**config.mk**
```make
export PLATFORM = sky130hd
export DESIGN_NAME = iomem_rr_arbiter
export DESIGN_NICKNAME = d
export VERILOG_FILES = /design/src/rtl/iomem_rr_arbiter.sv
export SDC_FILE = /design/constraint.sdc
export NUM_CORES = 1
export LEC_CHECK = 0
export CELL_PAD_IN_SITES_DETAIL_PLACEMENT = 1
export CELL_PAD_IN_SITES_GLOBAL_PLACEMENT = 1
export CORE_UTILIZATION = 10
export DETAILED_ROUTE_END_ITERATION = 6
export PLACE_DENSITY_LB_ADDON = 0.1
export SYNTH_ARGS = -nofsm -noshare
export SYNTH_HDL_FRONTEND = slang
export SYNTH_SLANG_ARGS = --single-unit
```
**constraint.sdc**
```tcl
create_clock -name clk -period 1.7 [get_ports clk]
set_input_delay 0.34 -clock clk [delete_from_list [all_inputs] [get_ports clk]]
set_output_delay 0.34 -clock clk [all_outputs]
set_load 0.01 [all_outputs]
```
**src/rtl/iomem_rr_arbiter.sv**
```systemverilog
// -----------------------------------------------------------------------------
// iomem_rr_arbiter
// Two-master arbiter in front of one PicoRV32-native valid/ready port.
// m0 is the CPU, m1 is the SHA-256 DMA. One transaction is owned at a time and
// held until the slave returns ready. Round-robin between simultaneous
// requests, or m0-priority when FIXED_PRIO=1.
//
// Optional feature macro: ARB_TIMEOUT_EN
//   When defined, a BUSY cycle counter forces completion after TIMEOUT_CYCLES
//   with read data 32'hDEAD_BEEF and sets the sticky err flag.
//   When undefined, BUSY waits indefinitely and err is tied low.
//
// Ports
//   clk, resetn                 clock, synchronous active-low reset
//   m{0,1}_valid/addr/wdata/wstrb  master request (held stable until ready)
//   m{0,1}_ready/rdata          master completion pulse and read data
//   s_valid/addr/wdata/wstrb    muxed slave request
//   s_ready/rdata               slave completion and read data
//   grant                       one-hot current owner, 0 when idle
//   err                         sticky timeout flag
// -----------------------------------------------------------------------------
module iomem_rr_arbiter #(
  parameter bit          FIXED_PRIO     = 1'b0,
  parameter int unsigned TIMEOUT_CYCLES = 255
) (
  input  logic        clk,
  input  logic        resetn,
  input  logic        m0_valid,
  output logic        m0_ready,
  input  logic [31:0] m0_addr,
  input  logic [31:0] m0_wdata,
  input  logic [3:0]  m0_wstrb,
  output logic [31:0] m0_rdata,
  input  logic        m1_valid,
  output logic        m1_ready,
  input  logic [31:0] m1_addr,
  input  logic [31:0] m1_wdata,
  input  logic [3:0]  m1_wstrb,
  output logic [31:0] m1_rdata,
  output logic        s_valid,
  input  logic        s_ready,
  output logic [31:0] s_addr,
  output logic [31:0] s_wdata,
  output logic [3:0]  s_wstrb,
  input  logic [31:0] s_rdata,
  output logic [1:0]  grant,
  output logic        err
);

  localparam int unsigned DW = 32;
  localparam int unsigned AW = 32;
  localparam int unsigned SW = 4;

  localparam logic [0:0] ST_IDLE = 1'b0;
  localparam logic [0:0] ST_BUSY = 1'b1;

  localparam logic [DW-1:0] TIMEOUT_RDATA = 32'hDEAD_BEEF;

  // The wait counter is at most 16 bits wide
  if ((TIMEOUT_CYCLES == 0) || (TIMEOUT_CYCLES > 65535)) begin : g_bad_timeout
    $error("TIMEOUT_CYCLES must be in 1..65535");
  end

  logic [0:0] state_q, state_d;
  logic [1:0] grant_q, grant_d;
  logic       last_q, last_d;    // index of the master that completed most recently

  logic       gnt_valid_c;       // granted master still requesting
  logic       gnt_idx_c;         // index of granted master
  logic       timeout_c;         // forced completion this cycle

  assign gnt_idx_c   = grant_q[1];
  assign gnt_valid_c = (grant_q[0] & m0_valid) | (grant_q[1] & m1_valid);

`ifdef ARB_TIMEOUT_EN
  localparam int unsigned CNT_W = (TIMEOUT_CYCLES > 255) ? 16 : 8;

  logic [CNT_W-1:0] cnt_q, cnt_d;
  logic             err_q, err_d;

  // Counter holds the number of completed BUSY wait cycles, so the limit is hit
  // in BUSY cycle TIMEOUT_CYCLES when it reads TIMEOUT_CYCLES-1.
  assign timeout_c = (state_q == ST_BUSY) & gnt_valid_c & ~s_ready &
                     (cnt_q == CNT_W'(TIMEOUT_CYCLES - 1));

  // Wait counter: cleared while idle (i.e. at grant), counts stalled BUSY cycles
  always_comb begin
    cnt_d = cnt_q;
    err_d = err_q | timeout_c;
    if (state_q == ST_IDLE) begin
      cnt_d = '0;
    end else if (!s_ready) begin
      cnt_d = cnt_q + CNT_W'(1);
    end
  end

  always_ff @(posedge clk) begin
    if (!resetn) begin
      cnt_q <= '0;
      err_q <= 1'b0;
    end else begin
      cnt_q <= cnt_d;
      err_q <= err_d;
    end
  end

  assign err = err_q;
`else
  assign timeout_c = 1'b0;
  assign err       = 1'b0;
`endif

  // Next-state: arbitrate in IDLE, release on completion or abandoned request
  always_comb begin
    state_d = state_q;
    grant_d = grant_q;
    last_d  = last_q;
    case (state_q)
      ST_IDLE: begin
        if (m0_valid || m1_valid) begin
          state_d = ST_BUSY;
          if (m0_valid && m1_valid) begin
            // last_q=1 means m1 went last, so m0 is next in rotation
            grant_d = (FIXED_PRIO || last_q) ? 2'b01 : 2'b10;
          end else begin
            grant_d = m0_valid ? 2'b01 : 2'b10;
          end
        end
      end
      ST_BUSY: begin
        if (!gnt_valid_c) begin
          // Requester withdrew: drop the grant without touching the rotation
          state_d = ST_IDLE;
          grant_d = 2'b00;
        end else if (s_ready || timeout_c) begin
          state_d = ST_IDLE;
          grant_d = 2'b00;
          last_d  = gnt_idx_c;
        end
      end
      default: begin
        state_d = ST_IDLE;
        grant_d = 2'b00;
      end
    endcase
  end

  always_ff @(posedge clk) begin
    if (!resetn) begin
      state_q <= ST_IDLE;
      grant_q <= 2'b00;
      last_q  <= 1'b1;
    end else begin
      state_q <= state_d;
      grant_q <= grant_d;
      last_q  <= last_d;
    end
  end

  // Slave-side mux: zeros when nobody owns the port
  always_comb begin
    s_addr  = '0;
    s_wdata = '0;
    s_wstrb = '0;
    if (grant_q[0]) begin
      s_addr  = AW'(m0_addr);
      s_wdata = DW'(m0_wdata);
      s_wstrb = SW'(m0_wstrb);
    end else if (grant_q[1]) begin
      s_addr  = AW'(m1_addr);
      s_wdata = DW'(m1_wdata);
      s_wstrb = SW'(m1_wstrb);
    end
    s_valid = (state_q == ST_BUSY) & gnt_valid_c & ~timeout_c;
  end

  // Master-side return path; ready is suppressed for a withdrawn request
  assign m0_ready = grant_q[0] & gnt_valid_c & (s_ready | timeout_c);
  assign m1_ready = grant_q[1] & gnt_valid_c & (s_ready | timeout_c);
  assign m0_rdata = grant_q[0] ? (timeout_c ? TIMEOUT_RDATA : s_rdata) : '0;
  assign m1_rdata = grant_q[1] ? (timeout_c ? TIMEOUT_RDATA : s_rdata) : '0;

  assign grant = grant_q;

endmodule
```
==> flow_metrics.py, run 1 <==
metrics = {
    "power": {
        "sequentialPowerShare_pct": 6.8,
        "swShare_pct": 29.78,
        "p_leak_uw": 0.002407,
        "ir_drop_mv": 0.2505,
        "p_int_uw": 1085,
        "combPwrFrac_pct": 67.9,
        "power_frac_clock_pct": 25.4,
        "p_per_area_nw_per_um2": 317.7,
        "p_sw_uw": 460.3,
    },
    "placed_design": {
        "place_ws_ps": -428.1,
        "port_buffers": 309,
        "dpl.hpwl_um": 10150,
        "placed_cell_area_um2": 4762,
        "place.gp.congestion": 0.7568,
    },
    "logic_synthesis": {
        "synth_compound_area_share_pct": 48.89,
        "synth.area.mux_share_pct": 0,
        "yosys_warnings": 0,
        "synth-xor-area-share_pct": 0,
        "ys_ff_latch": 4,
        "ys_seq_area_share_pct": 5.699,
        "synth_top_family_by_area": "compound AO/OA/AOI/OAI gates",
        "syn-num-nets": 366,
        "synth-adder-area-share_pct": 0,
        "avgSynthCellArea_um2": 7.280,
        "synth-simple-area-share_pct": 34.64,
        "yosysUniqueCellTypes": 24,
        "synthCells": 193,
        "syn_area_um2": 1405,
    },
    "clock_tree": {
        "clk_pin_slew_worst_paths_ps": 30,
        "cts_buffer_depth": 2,
        "ctsHoldBuffers": 0,
        "cts_tree": "yes",
        "cts_sinks": 4,
        "cts_root_buf": "clkbuf_16",
        "htree_levels": 1,
        "clk_latency_ps": 230,
        "numCtsBuffers": 3,
    },
    "outcome": {
        "status": "finished, violations left",
        "violations": "setup timing",
    },
    "global_routing": {
        "grt-ovfl-total": 0,
        "grt_usage_pct": 16.78,
        "grt_max_degree": 31,
        "grt_first_pass_wirelength_um": 18800,
        "grt_pass1_vias": 3105,
        "antenna_found_initial": 0,
    },
    "critical_path": {
        "r2r_setup_slack_ps": 280,
        "r2r_end": "last_q$_SDFFE_PN1P_",
        "crit_fanout": 7,
        "cp_slowest_cell": "dfxtp_2",
        "cp-end-kind": "output pin",
        "path_cells": "nor2b_4 > buf_12 > buf_6 > buf_12 > buf_16 > a22o_1 > buf_2",
        "worst-r2r-cell-count": 5,
        "slowest_delay_ps": 310,
        "path_common_cell": "buf_12",
        "critPathLaunchType": "register",
        "required_ps": 1360,
        "crit_type": "reg2out",
        "cp_data_arrival_time_ps": 1510,
        "r2r_start": "grant[0]$_SDFFE_PN0P_",
    },
    "sta": {
        "finalHoldViolations": 0,
        "tns_ps": -2927,
        "fmax_mhz": 541.3,
        "rsz0062_at_grt": "yes",
        "period_minus_slack_ps": 1847,
        "setup_viol": 44,
        "holdWs_ps": 539.4,
        "finalCritPeriodShare_pct": 108.7,
        "skew_ps": 4.756,
        "worst_slack_ps": -147.5,
        "slew_violations": 0,
    },
    "cells_and_area": {
        "areaGrowthSynthToFinish_pct": 246.3,
        "finalInstanceArea_um2": 4866,
        "utilization_pct": 36.17,
        "drive_above_1_share_pct": 23.75,
        "fin_nets": 692,
        "n_antenna_cell": 0,
    },
    "floorplan": {
        "die_x_um": 120.5,
        "start_util_pct": 10.44,
        "core_um2": 13450,
        "ios": 311,
        "dieArea_um2": 14530,
        "die_height_um": 120.5,
        "rows": 42,
    },
    "min_path": {
        "hold_start": "last_q$_SDFFE_PN1P_",
        "hp-class": "reg2reg",
        "min_to": "last_q$_SDFFE_PN1P_",
        "min_path_cells": 1,
    },
    "drt": {
        "ant_nets": 0,
        "drc": 0,
        "drt_first_pass_iters": 4,
        "wl_um": 12760,
        "vias_per_cell": 4.163,
        "vias": 2889,
        "wl_per_cell_um": 18.38,
        "drt_iter0_drc": 48,
    },
    "flow_run": {
        "drv_cap": 0,
    },
}
[how the worst max path moves through the flow]
stage	startpoint	end	slack, ps
after floorplan	grant[0]$_SDFFE_PN0P_	s_addr[10]	190
after global placement	m1_valid	m0_ready	-430
after detailed placement	m1_valid	m0_ready	-430
after CTS	grant[0]$_SDFFE_PN0P_	grant[0]	-190
after global routing	grant[0]$_SDFFE_PN0P_	s_addr[25]	-180
final	grant[1]$_SDFFE_PN0P_	s_addr[25]	-150
[cells by family (layout without fill, tap and decap cells)]
family | count (synthesis) | in the layout
compound gates | 81 | 81
simple gates | 79 | 79
other cells | 1 | 1
buf+inv | 28 | 353
flops | 4 | 4
[routing by layer]
| metal | GRT usage, % | share of wire [%] | vias to the layer above |
|---|---|---|---|
| li1 | - | - | 1370 |
| met5 | 0 | 0 | - |
| met1 | 17.97 | 37 | 1356 |
| met4 | 3.549 | 1.0 | 0 |
| met3 | 3.255 | 7.4 | 9 |
| met2 | 33.37 | 54 | 154 |
[state kept, by name, summed over array words and instances (netlist names)]
register and flops:
grant 2, last_q 1, state_q 1
[cells in the final DEF (no fill, tap or decap), types with 7 or more instances in the layout]
cell and count:
a22o_1 68, and2_1 64, buf_12 7, buf_16 8, buf_2 58, buf_4 11, buf_6 19, clkbuf_2 9
clkdlybuf4s50_1 171, dlygate4sd2_1 58
[through the flow]
step / cells / power (µW)
3_3_place_gp: 670 / 1176
6_report: 694 / 1546
5_1_grt: 694 / 1640
2_1_floorplan: 193 / 405.7
3_5_place_dp: 670 / 1185
4_1_cts: 693 / 1560
[synth_stat cells, drive strengths merged]
| master | count | area [µm²] |
|---|---|---|
| a211oi | 2 | 15.01 |
| and4 | 1 | 8.760 |
| a31oi | 4 | 25.02 |
| and3 | 2 | 12.51 |
| nand2b | 1 | 6.260 |
| a21oi | 1 | 5.000 |
| nand2 | 1 | 3.750 |
| a211o | 1 | 8.760 |
| inv | 2 | 7.510 |
| dfxtp | 4 | 80.08 |
| a22o | 69 | 613.1 |
| and2b | 1 | 7.510 |
| nor2 | 3 | 11.26 |
| o21ai | 4 | 20.01 |
| nand3 | 1 | 5.000 |
| buf | 15 | 98.84 |
| clkbuf | 11 | 41.29 |
| nor2b | 4 | 25.02 |
| conb | 1 | 3.750 |
| and2 | 65 | 406.6 |
[power by group through the flow]
stage / combinational, µW / sequential, µW / clock, µW
floorplan: 301 / 104 / 0
global placement: 1070 / 105 / 0
detailed placement: 1080 / 106 / 0
CTS: 1050 / 105 / 405
global route: 1120 / 106 / 412
finish: 1050 / 105 / 392
[area by class of cell]
class                           count  area [µm²]
Timing Repair Buffer              347        3287
Clock buffer                        4       78.83
Multi-Input combinational cell    161        1187
Fill cell                        1636        8587
Tap cell                          176       220.2
Sequential cell                     4       85.08
Inverter                            2       7.507
[worst max-delay path, delay by kind of cell (launching register included)]
family,cells,cell delay [ps]
DFF,1,310
buffers and inverters,5,650
and+or+nand+nor,1,120
AOI/OAI and AO/OA,1,200
[timing repair]
action                                  4_1_cts  5_1_grt
cloned                                        8        0
buffers inserted                             11        2
endpoints found under the setup margin      137       66
resized for setup                           372       30
pin swaps                                     1        1
Note: power is estimated with default switching activity, not from simulation.
==> inputs of run 2 (changes only) <==
- CAP_MARGIN: unset -> 20
==> results of run 2 <==
The final DEF is identical to that of run 1; final timing and power are the same.
